[config.mk]
export PLATFORM = sky130hd
export DESIGN_NAME = seq_comparator3
export DESIGN_NICKNAME = d
export VERILOG_FILES = /design/src/rtl/seq_comparator3.sv
export SDC_FILE = /design/constraint.sdc
export NUM_CORES = 1
export LEC_CHECK = 0
export BUFFER_PORTS_ARGS = -buffer_cell sky130_fd_sc_hd__buf_2
export CAP_MARGIN = 5
export CORE_UTILIZATION = 50
export DETAILED_ROUTE_END_ITERATION = 8
export PLACE_DENSITY_LB_ADDON = 0.12
export SLEW_MARGIN = 25
export SYNTH_ARGS = -nofsm -noshare
export SYNTH_HDL_FRONTEND = slang
export SYNTH_SLANG_ARGS = --single-unit
[constraint.sdc]
create_clock -name clk -period 3.6 [get_ports clk]
set_clock_uncertainty 0.05 [all_clocks]
set_input_delay 0.54 -clock clk [delete_from_list [all_inputs] [get_ports clk]]
set_output_delay 0.54 -clock clk [all_outputs]
set_load 0.02 [all_outputs]
[src/rtl/seq_comparator3.sv]
// Digit-serial magnitude comparator. Operands arrive one 3-bit digit per accepted
// beat, least-significant digit first. A registered one-hot lt/et/gt result is produced.
module seq_comparator3 #(
  parameter int DIGITS = 4
) (
  input  logic       clk,
  input  logic       reset,
  input  logic       start,
  input  logic       in_valid,
  input  logic [2:0] A,
  input  logic [2:0] B,
  output logic       in_ready,
  output logic       busy,
  output logic       done,
  output logic       lt,
  output logic       et,
  output logic       gt,
  output logic [3:0] digit_idx
);

  typedef enum logic [1:0] {IDLE, RUN, DONE} state_t;

  localparam logic [3:0] LAST_IDX = 4'(DIGITS - 1);
  localparam logic [2:0] CASC_EQ  = 3'b010;

  state_t     state_q;
  logic [2:0] casc_q;
  logic [2:0] casc_d;
  logic [2:0] res_q;
  logic       in_ready_q;
  logic       busy_q;
  logic       done_q;
  logic [3:0] idx_q;
  logic       beat;

  // A higher digit that differs overrides whatever the lower digits decided.
  function automatic logic [2:0] cascade_step(input logic [2:0] prev,
                                              input logic [2:0] a,
                                              input logic [2:0] b);
    if (a > b)      return 3'b001;
    else if (a < b) return 3'b100;
    else            return prev;
  endfunction

  assign beat = in_valid & in_ready_q;

  always_comb begin
    casc_d = cascade_step(casc_q, A, B);
  end

  always_ff @(posedge clk or posedge reset) begin
    if (reset) begin
      state_q    <= IDLE;
      casc_q     <= CASC_EQ;
      res_q      <= CASC_EQ;
      in_ready_q <= 1'b0;
      busy_q     <= 1'b0;
      done_q     <= 1'b0;
      idx_q      <= 4'd0;
    end else begin
      done_q <= 1'b0;
      case (state_q)
        IDLE: begin
          if (start) begin
            state_q    <= RUN;
            casc_q     <= CASC_EQ;
            idx_q      <= 4'd0;
            in_ready_q <= 1'b1;
            busy_q     <= 1'b1;
          end
        end
        RUN: begin
          if (beat) begin
            casc_q <= casc_d;
            if (idx_q == LAST_IDX) begin
              // Result lands together with done; in_ready drops on this same edge.
              state_q    <= DONE;
              res_q      <= casc_d;
              done_q     <= 1'b1;
              in_ready_q <= 1'b0;
              idx_q      <= 4'd0;
            end else begin
              idx_q <= idx_q + 4'd1;
            end
          end
        end
        DONE: begin
          state_q <= IDLE;
          busy_q  <= 1'b0;
        end
        default: begin
          state_q    <= IDLE;
          in_ready_q <= 1'b0;
          busy_q     <= 1'b0;
        end
      endcase
    end
  end

  assign in_ready  = in_ready_q;
  assign busy      = busy_q;
  assign done      = done_q;
  assign lt        = res_q[2];
  assign et        = res_q[1];
  assign gt        = res_q[0];
  assign digit_idx = idx_q;

endmodule

---- Word-level counts from Yosys, hierarchy flattened ----
Cells that the tools add are included.
storage, ports and cells
  flip-flop bits (word level) ............. 15
  word-level logic and storage cells ...... 47
  input bits .............................. 10
  output and inout port bits .............. 10
operators by class
  equality and inequality tests ........... 6
  add/sub/neg operators ................... 1
  reduce and logical (&&, ||, !) cells .... 7
  $lt $le $gt $ge ......................... 2
  multiplexer cells ....................... 21
  bitwise gates (word level) .............. 3
operators by type and width
  kind                                            number
  2-to-1 mux 3 bit                                4
  2-to-1 mux 4 bit                                3
  AND reduction 3 bit                             3
  one-hot mux 4 bit (2 select lines)              1
  2-to-1 mux 1 bit                                6
  2-to-1 mux 2 bit                                3
  != test 2 bit (second input constant)           3
  one-hot mux 3 bit (2 select lines)              1
  adder 4 x 1 -> 4 bit (second input constant)    1
  == test 4 x 2 -> 1 bit (second input constant)  1
  one-hot mux 2 bit (2 select lines)              1
  AND reduction 4 bit                             1
  > comparator 3 bit                              1
  < comparator 3 bit                              1
  one-hot mux 1 bit (3 select lines)              1
  == test 2 x 1 -> 1 bit (second input constant)  1
  == test 2 bit (second input constant)           1
  zero test 2 bit                                 1
  inverter 1 bit                                  2
  one-hot mux 1 bit (2 select lines)              1
  AND reduction 2 bit                             1
  nonzero test 2 bit                              1
  AND 1 bit                                       1

---- Depth between registers and ports, before layout ----
Gate-level depths: netlist of the first run.
  depth in word-level cells ............... 5
  depth in mapped cells ................... 5
  depth with buffers taken out ............ 5

---- Worst setup path before layout of the first run ----
Ideal clock, no wire load.
  path kind ............................... input -> register
  start point ............................. in B[2]
  end point ............................... reg res_q[0]
  setup slack ............................. 1.870 ns
  required time ........................... 3.423 ns
  stages .................................. 5
  buffers on the path ..................... 0
  data arrival time ....................... 1.553 ns
  setup time .............................. 0.127 ns
  path through ............................ inv_1 -> ha_1 -> a21oi_1 -> a22oi_1 -> mux2_1
on the way
  cells in the longest elaborated chain, start to end .. 3
  elaborated cells between the ends (all ways) .. 4
  those cells by class .................... 2 x order compare; 2 x mux
RTL lines
  what                    RTL line  source
  start: declaration      11        input logic [2:0] B,
  < comparator 3 bit      41        else if (a < b) return 3'b100;
  2-to-1 mux 3 bit        41
  2-to-1 mux 3 bit *      40        if (a > b) return 3'b001;
  end signal: assignment  78        res_q <= casc_d;
  end: declaration        29        logic [2:0] res_q;
Every way passes the cells marked *; elsewhere a longest branch is shown, timed or not.
A chain may end at the register's enable or synchronous reset.

---- Worst setup path after layout of the first run ----
  start point ............................. reg idx_q[0], in the netlist digit_idx[0]
  end point ............................... reg res_q[0]
on the way
  cells in the longest elaborated chain, start to end .. 2
RTL lines
  what                           RTL line  source
  start: declaration             33        logic [3:0] idx_q;
  start signal: assignment       83        idx_q <= idx_q + 4'd1;
  == test 4 x 2 -> 1 bit         75        if (idx_q == LAST_IDX) begin
  AND reduction 3 bit (no line)  n/a
Every way passes these cells.

==> impl_metrics.tcl, run 1 <==
set metrics [dict create \
    run_status "complete, no violations" \
    timing.reg2reg.setup_slack_ns 1.82 \
    synthFlopType "sky130_fd_sc_hd__dfrtp_1" \
    class_of_the_most_critical_hold_timing_path "input port to asynchronous set/reset pin" \
    cap_violations 0 \
    synth_cell_types 38 \
    first_pass_iters 4 \
    dpl.hpwl_um 1140 \
    final_area_um2 937 \
    ctsHtreeMaxLevel 1 \
    globalRouteMet3Util_pct 5.17 \
    r2r.worst_path.cells 4 \
    grt_pass1_wl_um 2570 \
    syn-cell-area_um2 811 \
    finish.cell_count_without_fillers 111 \
    avgSynthCellArea_um2 11.0 \
    number_of_remaining_drc_errors 0 \
    dpl.cell_count 107 \
    worstSetupStartpointType "flip-flop" \
    clk_latency_ns 0.28 \
    cp_data_required_time_ns 3.72 \
    layout_worst_path_cycle_share_pct 49.3 \
    route.final.wire_length_um 1540 \
    ctsLongestPathBuffers 2 \
    design.die.area_um2 1790 \
    tritoncts.num_buffers 3 \
    globalRoute.busiestLayer "met2" \
    pin_count 20 \
    synth.most_common_cell "sky130_fd_sc_hd__dfrtp_1" \
    drive_above_1_share_pct 31.6 \
    report.final.hold_viol_count 0 \
    netlist_top_cells_count "sky130_fd_sc_hd__dfrtp_1 (13), sky130_fd_sc_hd__inv_1 (7), sky130_fd_sc_hd__a21oi_1 (5), sky130_fd_sc_hd__ha_1 (4), sky130_fd_sc_hd__nand2_1 (3)" \
    startpoint_of_the_lowest_slack_register_to_register_path "digit_idx[0]$_DFFE_PP0P_" \
    via_count 644 \
    largest_net_degree_at_the_start_of_global_routing 16 \
    initial_cell_density_of_the_core_pct 53.8 \
    report.final.slew_viol_count 0 \
    detailedRoute.firstIterationViolations 10 \
    synth-seq-area-share_pct 46.6 \
    worstReg2RegEnd "res_q[0]$_DFFE_PP0P_" \
    maxClockFrequency_mhz 563 \
    synth_edf_count 0 \
    slew-limit-headroom_pct 61.3 \
    gpl.final_weighted_congestion 0.733 \
    die_width_um 42.3 \
    routed_wl_per_cell_um 13.9 \
    post_dp_cell_area_um2 910 \
    netlist_top_cells_area "sky130_fd_sc_hd__dfrtp_1 (40%), sky130_fd_sc_hd__dfstp_2 (6.5%), sky130_fd_sc_hd__ha_1 (6.2%)" \
    critical_path_class "flip-flop to flip-flop" \
    synth_top_area_cell "sky130_fd_sc_hd__dfrtp_1" \
    yosys.area.top_type_share_pct 40.1 \
    finalNetCount 110 \
    grt_remaining_overflow 0 \
    fp.coreArea_um2 1510 \
    syn-num-nets 88 \
    path_clk_slew_ns 0.09 \
    ys_async_sr_fraction_pct 100 \
    antennaDiodeCount 0 \
    cp.arrival_ns 1.90 \
    drtAntennaViolNets 0 \
    area_growth_syn_to_layout_pct 15.6 \
    buffer_ports.inserted 19 \
    cts_setup_buffers 0 \
    globalRouteMet2Util_pct 33.2 \
    gr-usage-all-layers_pct 19.5 \
    hold-worst-slack_ns 0.250 \
    grt_setup_unrepaired "false" \
    path_max_fanout 7 \
    via_per_inst 5.80 \
    cts_resized 0 \
    tightestPinTransition_ns 0.580 \
    synthCells 74 \
    setup-violations-final 0 \
    synth-warning-count 0 \
    use_met1_pct 22.7 \
    post-layout-total-power_uw 591 \
    postSynthRegisterBits 15 \
    antenna_found_initial 0 \
    leakage_nw 0.469 \
    worst_ir_drop_vdd_mv 0.295 \
    clock_sinks 15 \
    power.density_nw_per_um2 630 \
    timing.critical_path.to_type "flip-flop" \
    shortest_clock_period_the_worst_path_allows_after_layout_ns 1.78 \
    tritoncts "built" \
    die_h_um 42.3 \
    cts_root_buf "sky130_fd_sc_hd__clkbuf_4" \
    first_global_vias 618 \
    rows 14 \
    post_cts_hold_buffer_count 0 \
    final_layout_setup_total_negative_slack_ns 0 \
]
kinds of logic after synthesis:
kind of cell             synth area share, %
AO/OA/AOI/OAI                           21.0
flip-flops                              46.6
AND/OR/NAND/NOR                         18.4
adder cells (fa/ha/maj)                 6.17
buffers and inverters                   5.25
multiplexers                            2.62
metal layers:
metal	wire, µm	part of all wire (%)
met5	0	0
met4	13	0.84
met3	40	2.6
met1	710	46
met2	778	50
final cells by class:
| type | instances | area, µm² |
|---|---|---|
| inverters | 7 | 26.3 |
| clock buffers | 3 | 22.5 |
| fillers | 142 | 569 |
| well taps | 16 | 20.0 |
| multi-input cells | 50 | 390 |
| flip-flops and latches | 15 | 378 |
| clock inverters | 1 | 5.00 |
| repair buffers | 19 | 95.1 |
metrics by stage:
stage	setup WS (ns)	utilization, %
global placement	1.72	60.4
finish	1.82	62.2
detailed placement	1.66	60.4
floorplan	1.87	-
global route	1.76	62.2
CTS	1.82	62.2
worst max path at each step:
stage                                        start                   end  cells after the start
after floorplan                               B[2]  res_q[0]$_DFFE_PP0P_                      5
after global routing      digit_idx[0]$_DFFE_PP0P_  res_q[0]$_DFFE_PP0P_                      4
final                     digit_idx[0]$_DFFE_PP0P_  res_q[0]$_DFFE_PP0P_                      4
after CTS                 digit_idx[0]$_DFFE_PP0P_  res_q[0]$_DFFE_PP0P_                      4
after global placement                        A[2]  res_q[0]$_DFFE_PP0P_                      5
after detailed placement                      A[2]  res_q[0]$_DFFE_PP0P_                      5
critical path, stage by stage (launching register included):
cell	delay (ns)
sky130_fd_sc_hd__dfrtp_1	0.43
sky130_fd_sc_hd__ha_1	0.21
sky130_fd_sc_hd__nor3b_2	0.42
sky130_fd_sc_hd__and2_4	0.24
sky130_fd_sc_hd__mux2_1	0.32
report_power, final:
group          leakage [nW]  internal, mW  switching [mW]
clock network        0.0177        0.0412          0.0546
registers             0.175         0.220          0.0450
logic                 0.276        0.0978           0.132
total                 0.469         0.359           0.232
cells in the final DEF, fill, tap and decap left out, types with 2 or more instances in the layout:
cell / count
sky130_fd_sc_hd__buf_2: 19
sky130_fd_sc_hd__dfrtp_1: 13
sky130_fd_sc_hd__inv_1: 7
sky130_fd_sc_hd__a21oi_1: 5
sky130_fd_sc_hd__ha_1: 4
sky130_fd_sc_hd__nand2_1: 3
sky130_fd_sc_hd__clkbuf_4: 3
sky130_fd_sc_hd__nor2_1: 2
sky130_fd_sc_hd__nand3_1: 2
sky130_fd_sc_hd__nand3b_1: 2
sky130_fd_sc_hd__nor3b_2: 2
sky130_fd_sc_hd__nor3_1: 2
sky130_fd_sc_hd__a211o_1: 2
sky130_fd_sc_hd__a21o_1: 2
sky130_fd_sc_hd__o2bb2ai_1: 2
sky130_fd_sc_hd__dfstp_2: 2
flip-flops by register name (all words and copies together) (netlist names):
| signal | count |
|---|---|
| busy | 1 |
| in_ready | 1 |
| digit_idx | 4 |
| state_q | 2 |
| casc_q | 3 |
| done | 1 |
| res_q | 3 |
(Power assumes the default switching activity.)
==> run 2: changes to the inputs <==
--- a/config.mk
+++ b/config.mk
@@ -7,7 +7,7 @@
 export LEC_CHECK = 0
 export BUFFER_PORTS_ARGS = -buffer_cell sky130_fd_sc_hd__buf_2
 export CAP_MARGIN = 5
-export CORE_UTILIZATION = 50
+export CORE_UTILIZATION = 45
 export DETAILED_ROUTE_END_ITERATION = 8
 export PLACE_DENSITY_LB_ADDON = 0.12
 export SLEW_MARGIN = 25
==> constraint.sdc (replaced) <==
create_clock -name clk -period 1.4 [get_ports clk]
set_clock_uncertainty 0.05 [all_clocks]
set_input_delay 0.21 -clock clk [delete_from_list [all_inputs] [get_ports clk]]
set_output_delay 0.21 -clock clk [all_outputs]
set_load 0.02 [all_outputs]
==> run 2 against run 1 <==
Against the previous run:
- clock-buffer cell count stayed put
- via count grew 12%
- first-iteration DRC count increased by 40%
- sequential share of layout area fell by 6.4 points
==> impl_metrics.tcl, run 2 (synthesis gave the netlist of run 1 again) <==
set metrics [dict create \
    die_h_um 44.4 \
    tritoncts.num_buffers 3 \
    power.density_nw_per_um2 1540 \
    cp.arrival_ns 1.51 \
    via_per_inst 5.33 \
    gr-usage-all-layers_pct 20.2 \
    cap_violations 0 \
    path_max_fanout 6 \
    cts_root_buf "sky130_fd_sc_hd__clkbuf_4" \
    cells_along_the_critical_path "buf_4 -> nor3b_4 -> buf_4 -> nor3_1 -> a211o_1" \
    globalRouteMet3Util_pct 3.67 \
    route.final.wire_length_um 1800 \
    tritoncts "built" \
    first_global_vias 689 \
    die_width_um 44.4 \
    pin_count 20 \
    crit_path_max_incr_delay_ns 0.44 \
    routed_wl_per_cell_um 13.3 \
    tightestPinTransition_ns 0.564 \
    timing.reg2reg.setup_slack_ns 0.008 \
    drive_above_1_share_pct 48.6 \
    design.die.area_um2 1980 \
    pwr-share-comb_pct 46.8 \
    largest_net_degree_at_the_start_of_global_routing 16 \
    run_status "complete, no violations" \
    grt_remaining_overflow 0 \
    setup-violations-final 0 \
    worstSetupStartpointType "flip-flop" \
    slew-limit-headroom_pct 62.4 \
    report.final.hold_viol_count 0 \
    crit_path_end "casc_q[0]$_DFFE_PP0P_" \
    antennaDiodeCount 0 \
    first_pass_iters 4 \
    pwr-share-clk_pct 14.0 \
    ctsHtreeMaxLevel 1 \
    power.sequential.fraction_pct 39.2 \
    ctsLongestPathBuffers 2 \
    startpoint_of_the_lowest_slack_register_to_register_path "state_q[1]$_DFFE_PP0P_" \
    shortest_clock_period_the_worst_path_allows_after_layout_ns 1.39 \
    globalRouteMet2Util_pct 34.7 \
    layout.cells.most_common_list "sky130_fd_sc_hd__buf_2 (19), sky130_fd_sc_hd__buf_4 (14), sky130_fd_sc_hd__dfrtp_1 (9)" \
    final_layout_setup_total_negative_slack_ns 0 \
    rows 14 \
    cts_setup_buffers 0 \
    antenna_found_initial 0 \
    p_sw_share_pct 38.2 \
    largest_register_ffs 4 \
    report.final.slew_viol_count 0 \
    final_common_cell "sky130_fd_sc_hd__buf_2" \
    gpl.final_weighted_congestion 0.718 \
    worstReg2RegEnd "casc_q[0]$_DFFE_PP0P_" \
    worst_ir_drop_vdd_mv 0.861 \
    cell_internal_pwr_mw 1.07 \
    timing.critical_path.to_type "flip-flop" \
    crit_path_start "state_q[1]$_DFFE_PP0P_" \
    critical_path_class "flip-flop to flip-flop" \
    r2r.worst_path.cells 5 \
    clock_sinks 15 \
    cp_data_required_time_ns 1.52 \
    initial_cell_density_of_the_core_pct 50.9 \
    use_met1_pct 25.1 \
    drtAntennaViolNets 0 \
    layout_worst_path_cycle_share_pct 99.4 \
    finalNetCount 126 \
    area_growth_syn_to_layout_pct 39.2 \
    buffer_ports.inserted 19 \
    globalRoute.busiestLayer "met2" \
    grt_pass1_wl_um 2930 \
    standard_cell_with_the_maximum_stage_delay_on_the_critical_path "sky130_fd_sc_hd__dfrtp_1" \
    via_count 720 \
    power.net_switching_uw 662 \
    final_util_pct 70.8 \
    grt_setup_unrepaired "true" \
    number_of_remaining_drc_errors 0 \
    dpl.hpwl_um 1370 \
    path_clk_slew_ns 0.09 \
    detailedRoute.firstIterationViolations 14 \
    clk_latency_ns 0.28 \
    fp.coreArea_um2 1590 \
    critical-path-top-cell-by-count "sky130_fd_sc_hd__buf_4" \
    leakage_nw 0.552 \
    maxClockFrequency_mhz 718 \
    class_of_the_most_critical_hold_timing_path "input port to flip-flop" \
]
-- run 2: power groups by stage --
stage | sequential (mW) | clock [mW] | combinational [mW]
after floorplan | 0.825 | 0 | 0.335
after global placement | 0.678 | 0 | 0.770
after detailed placement | 0.687 | 0 | 0.785
after CTS | 0.682 | 0.254 | 0.791
after global routing | 0.700 | 0.267 | 0.886
final | 0.680 | 0.243 | 0.811
-- run 2: how the worst min path moves through the flow --
| stage | from | end | slack [ns] | cells past startpoint |
|---|---|---|---|---|
| 3_5_place_dp | reset | done$_DFF_PP0_ | 0.24 | 2 |
| 3_3_place_gp | reset | done$_DFF_PP0_ | 0.24 | 2 |
| 6_report | start | state_q[0]$_DFFE_PP0P_ | 0.15 | 2 |
| 5_1_grt | start | state_q[0]$_DFFE_PP0P_ | 0.16 | 2 |
| 4_1_cts | start | state_q[0]$_DFFE_PP0P_ | 0.14 | 2 |
| 2_1_floorplan | reset | busy$_DFFE_PP0P_ | 0.06 | 1 |
-- run 2: per-layer routing --
layer	vias to the layer above	wire, µm
li1	354	-
met1	351	777
met2	13	954
met3	2	52
met4	0	10
met5	-	0
-- run 2: worst max-delay path: cells and delay by family (launching register included) --
kind | cells | cell delay, ns
AOI/OAI and AO/OA | 1 | 0.22
and+or+nand+nor | 2 | 0.25
DFF | 1 | 0.44
buffers and inverters | 2 | 0.32
-- run 2: through the flow --
step	area (µm²)	total power [mW]	hold slack (ns)	worst slack, ns	cells
4_1_cts	1100	1.73	0.140	-0.000894	135
3_5_place_dp	1060	1.47	0.242	-0.0682	130
6_report	1130	1.73	0.150	0.00819	135
2_1_floorplan	837	1.16	0.0598	-0.112	74
3_3_place_gp	1060	1.45	0.235	-0.0328	130
5_1_grt	1130	1.85	0.159	-0.0449	135
-- run 2: what timing repair did --
item	4_1_cts	5_1_grt
resized for setup	1	6
pin swaps	1	0
endpoints found under the setup margin	2	5
hold buffers	1	0
hold endpoints to repair	13	0
-- run 2: final cells by class --
class	count	area (µm²)
flip-flops and latches	15	383
well taps	24	30.0
fillers	123	465
clock inverters	1	5.00
clock buffers	3	22.5
repair buffers	35	221
multi-input cells	50	440
inverters	7	26.3
==> run 3: changes to the inputs <==
--- a/config.mk
+++ b/config.mk
@@ -7,7 +7,9 @@
 export LEC_CHECK = 0
 export BUFFER_PORTS_ARGS = -buffer_cell sky130_fd_sc_hd__buf_2
 export CAP_MARGIN = 5
-export CORE_UTILIZATION = 45
+export CELL_PAD_IN_SITES_DETAIL_PLACEMENT = 0
+export CELL_PAD_IN_SITES_GLOBAL_PLACEMENT = 1
+export CORE_UTILIZATION = 35
 export DETAILED_ROUTE_END_ITERATION = 8
 export PLACE_DENSITY_LB_ADDON = 0.12
 export SLEW_MARGIN = 25
==> run 3 against run 2 <==
Against the previous run:
- power decreased by 0.27%
- fmax about the same
- first-iteration DRC count shrank 64%
- non-clock buffer count unchanged
- largest power group unchanged
==> impl_metrics.tcl, run 3 (synthesis gave the netlist of run 1 again) <==
set metrics [dict create \
    tritoncts.num_buffers 3 \
    pin_count 20 \
    detailedRoute.firstIterationViolations 5 \
    gr-usage-all-layers_pct 16.4 \
    pre_cts_slack_ns -0.0619 \
    antenna_found_initial 0 \
    fp.coreArea_um2 2190 \
    buffer_ports.inserted 19 \
    design.die.area_um2 2510 \
    clk_latency_ns 0.28 \
    fillerInstances 217 \
    final_area_um2 1120 \
    timing.critical_path.to_type "flip-flop" \
    post_dp_cell_area_um2 1040 \
    worstSetupStartpointType "flip-flop" \
    cap_violations 0 \
    cp_data_required_time_ns 1.58 \
    rows 17 \
    layout_worst_path_cycle_share_pct 99.5 \
    largest_net_degree_at_the_start_of_global_routing 16 \
    layout.cells.most_common_list "sky130_fd_sc_hd__buf_2 (19), sky130_fd_sc_hd__buf_4 (15), sky130_fd_sc_hd__dfrtp_1 (9)" \
    path_clk_slew_ns 0.09 \
    ctsLongestPathBuffers 2 \
    timing.reg2reg.setup_slack_ns 0.007 \
    post-layout-total-power_mw 1.73 \
    shortest_clock_period_the_worst_path_allows_after_layout_ns 1.39 \
    power.density_nw_per_um2 1540 \
    first_pass_iters 2 \
    routed_wl_per_cell_um 12.3 \
    class_of_the_most_critical_hold_timing_path "input port to flip-flop" \
    finalNetCount 126 \
    die_width_um 50.1 \
    cp.arrival_ns 1.57 \
    met2RoutedLength_um 862 \
    first_global_vias 690 \
    routed-wl-met3_um 41 \
    clock_sinks 15 \
    grt_pass1_wl_um 3070 \
    cts_root_buf "sky130_fd_sc_hd__clkbuf_4" \
    critical_path_class "flip-flop to flip-flop" \
    grt_setup_unrepaired "true" \
    drtAntennaViolNets 0 \
    via_count 681 \
    hold_path_startpoint "start" \
    number_of_remaining_drc_errors 0 \
    area_growth_syn_to_layout_pct 38.6 \
    grt_remaining_overflow 0 \
    worstReg2RegEnd "digit_idx[3]$_DFFE_PP0P_" \
    r2r.worst_path.cells 3 \
    ctsHtreeMaxLevel 1 \
    slew-limit-headroom_pct 61.7 \
    top_layer "met4" \
    worst_ir_drop_vdd_mv 0.994 \
    report.final.slew_viol_count 0 \
    dpl.cell_count 131 \
    tritoncts "built" \
    antennaDiodeCount 0 \
    initial_cell_density_of_the_core_pct 37.0 \
    finish.cell_count_without_fillers 139 \
    hold_path_end "state_q[0]$_DFFE_PP0P_" \
    min_delay_path_depth 2 \
    via_per_inst 4.90 \
    leakage_nw 0.550 \
    drive_above_1_share_pct 48.6 \
    run_status "complete, no violations" \
    detail_route.wirelength.met1_um 798 \
    tightestPinTransition_ns 0.574 \
    maxClockFrequency_mhz 718 \
    route.final.wire_length_um 1710 \
    die_h_um 50.1 \
    gpl.final_weighted_congestion 0.718 \
    setup-violations-final 0 \
    final_common_cell "sky130_fd_sc_hd__buf_2" \
    dpl.hpwl_um 1340 \
    path_max_fanout 5 \
    report.final.hold_viol_count 0 \
    postLayoutSetupSlackWorst_ns 0.00731 \
    startpoint_of_the_lowest_slack_register_to_register_path "state_q[1]$_DFFE_PP0P_" \
    largest_register_ffs 4 \
]
-- run 3: power breakdown --
| part | internal, mW | total [mW] | switching (mW) |
|---|---|---|---|
| sequential | 0.574 | 0.671 | 0.0966 |
| clock | 0.106 | 0.245 | 0.139 |
| combinational | 0.395 | 0.814 | 0.419 |
| total | 1.07 | 1.73 | 0.654 |
-- run 3: final cells by class --
class | instances | area [µm²] | area share [%]
inverter | 7 | 26.3 | 2.34
timing repair buffer | 35 | 218 | 19.4
sequential | 15 | 383 | 34.1
tap | 28 | 35.0 | 3.12
clock inverter | 1 | 5.00 | 0.445
clock buffer | 3 | 22.5 | 2.00
multi-input combinational | 50 | 434 | 38.6
-- run 3: timing repair --
| item | CTS | global route |
|---|---|---|
| hold endpoints to repair | 13 | 0 |
| resized for setup | 2 | 3 |
| hold buffers | 1 | 0 |
| pin swaps | 1 | 1 |
| setup endpoints to repair | 2 | 4 |
| setup buffers | 1 | 2 |
-- run 3: stage by stage --
step                TNS (ns)  hold WS (ns)  utilization [%]
floorplan             -0.125        0.0598                -
global route         -0.0678         0.165             51.3
CTS                  -0.0123         0.140             49.7
detailed placement    -0.130         0.250             47.5
global placement     -0.0700         0.240             47.5
finish                     0         0.155             51.3
-- run 3: worst max-delay path by stage --
stage	start	to	slack (ns)	depth (start not counted)
floorplan	digit_idx[0]$_DFFE_PP0P_	res_q[0]$_DFFE_PP0P_	-0.11	4
global placement	A[2]	casc_q[0]$_DFFE_PP0P_	-0.04	6
detailed placement	A[2]	casc_q[0]$_DFFE_PP0P_	-0.06	6
CTS	state_q[1]$_DFFE_PP0P_	digit_idx[3]$_DFFE_PP0P_	-0.01	3
global route	digit_idx[1]$_DFFE_PP0P_	res_q[0]$_DFFE_PP0P_	-0.03	4
finish	state_q[1]$_DFFE_PP0P_	digit_idx[3]$_DFFE_PP0P_	0.007	3
-- run 3: critical path, stage by stage, from the launching register on --
cell and delay, ns:
sky130_fd_sc_hd__dfrtp_1 0.43, sky130_fd_sc_hd__or3b_4 0.43, sky130_fd_sc_hd__a2111oi_4 0.29, sky130_fd_sc_hd__a211o_1 0.14
-- run 3: layer usage --
metal	track usage [%]	up-vias
met5	0	-
met4	8.57	0
met3	1.82	2
met2	27.3	10
met1	20.7	317
li1	-	352
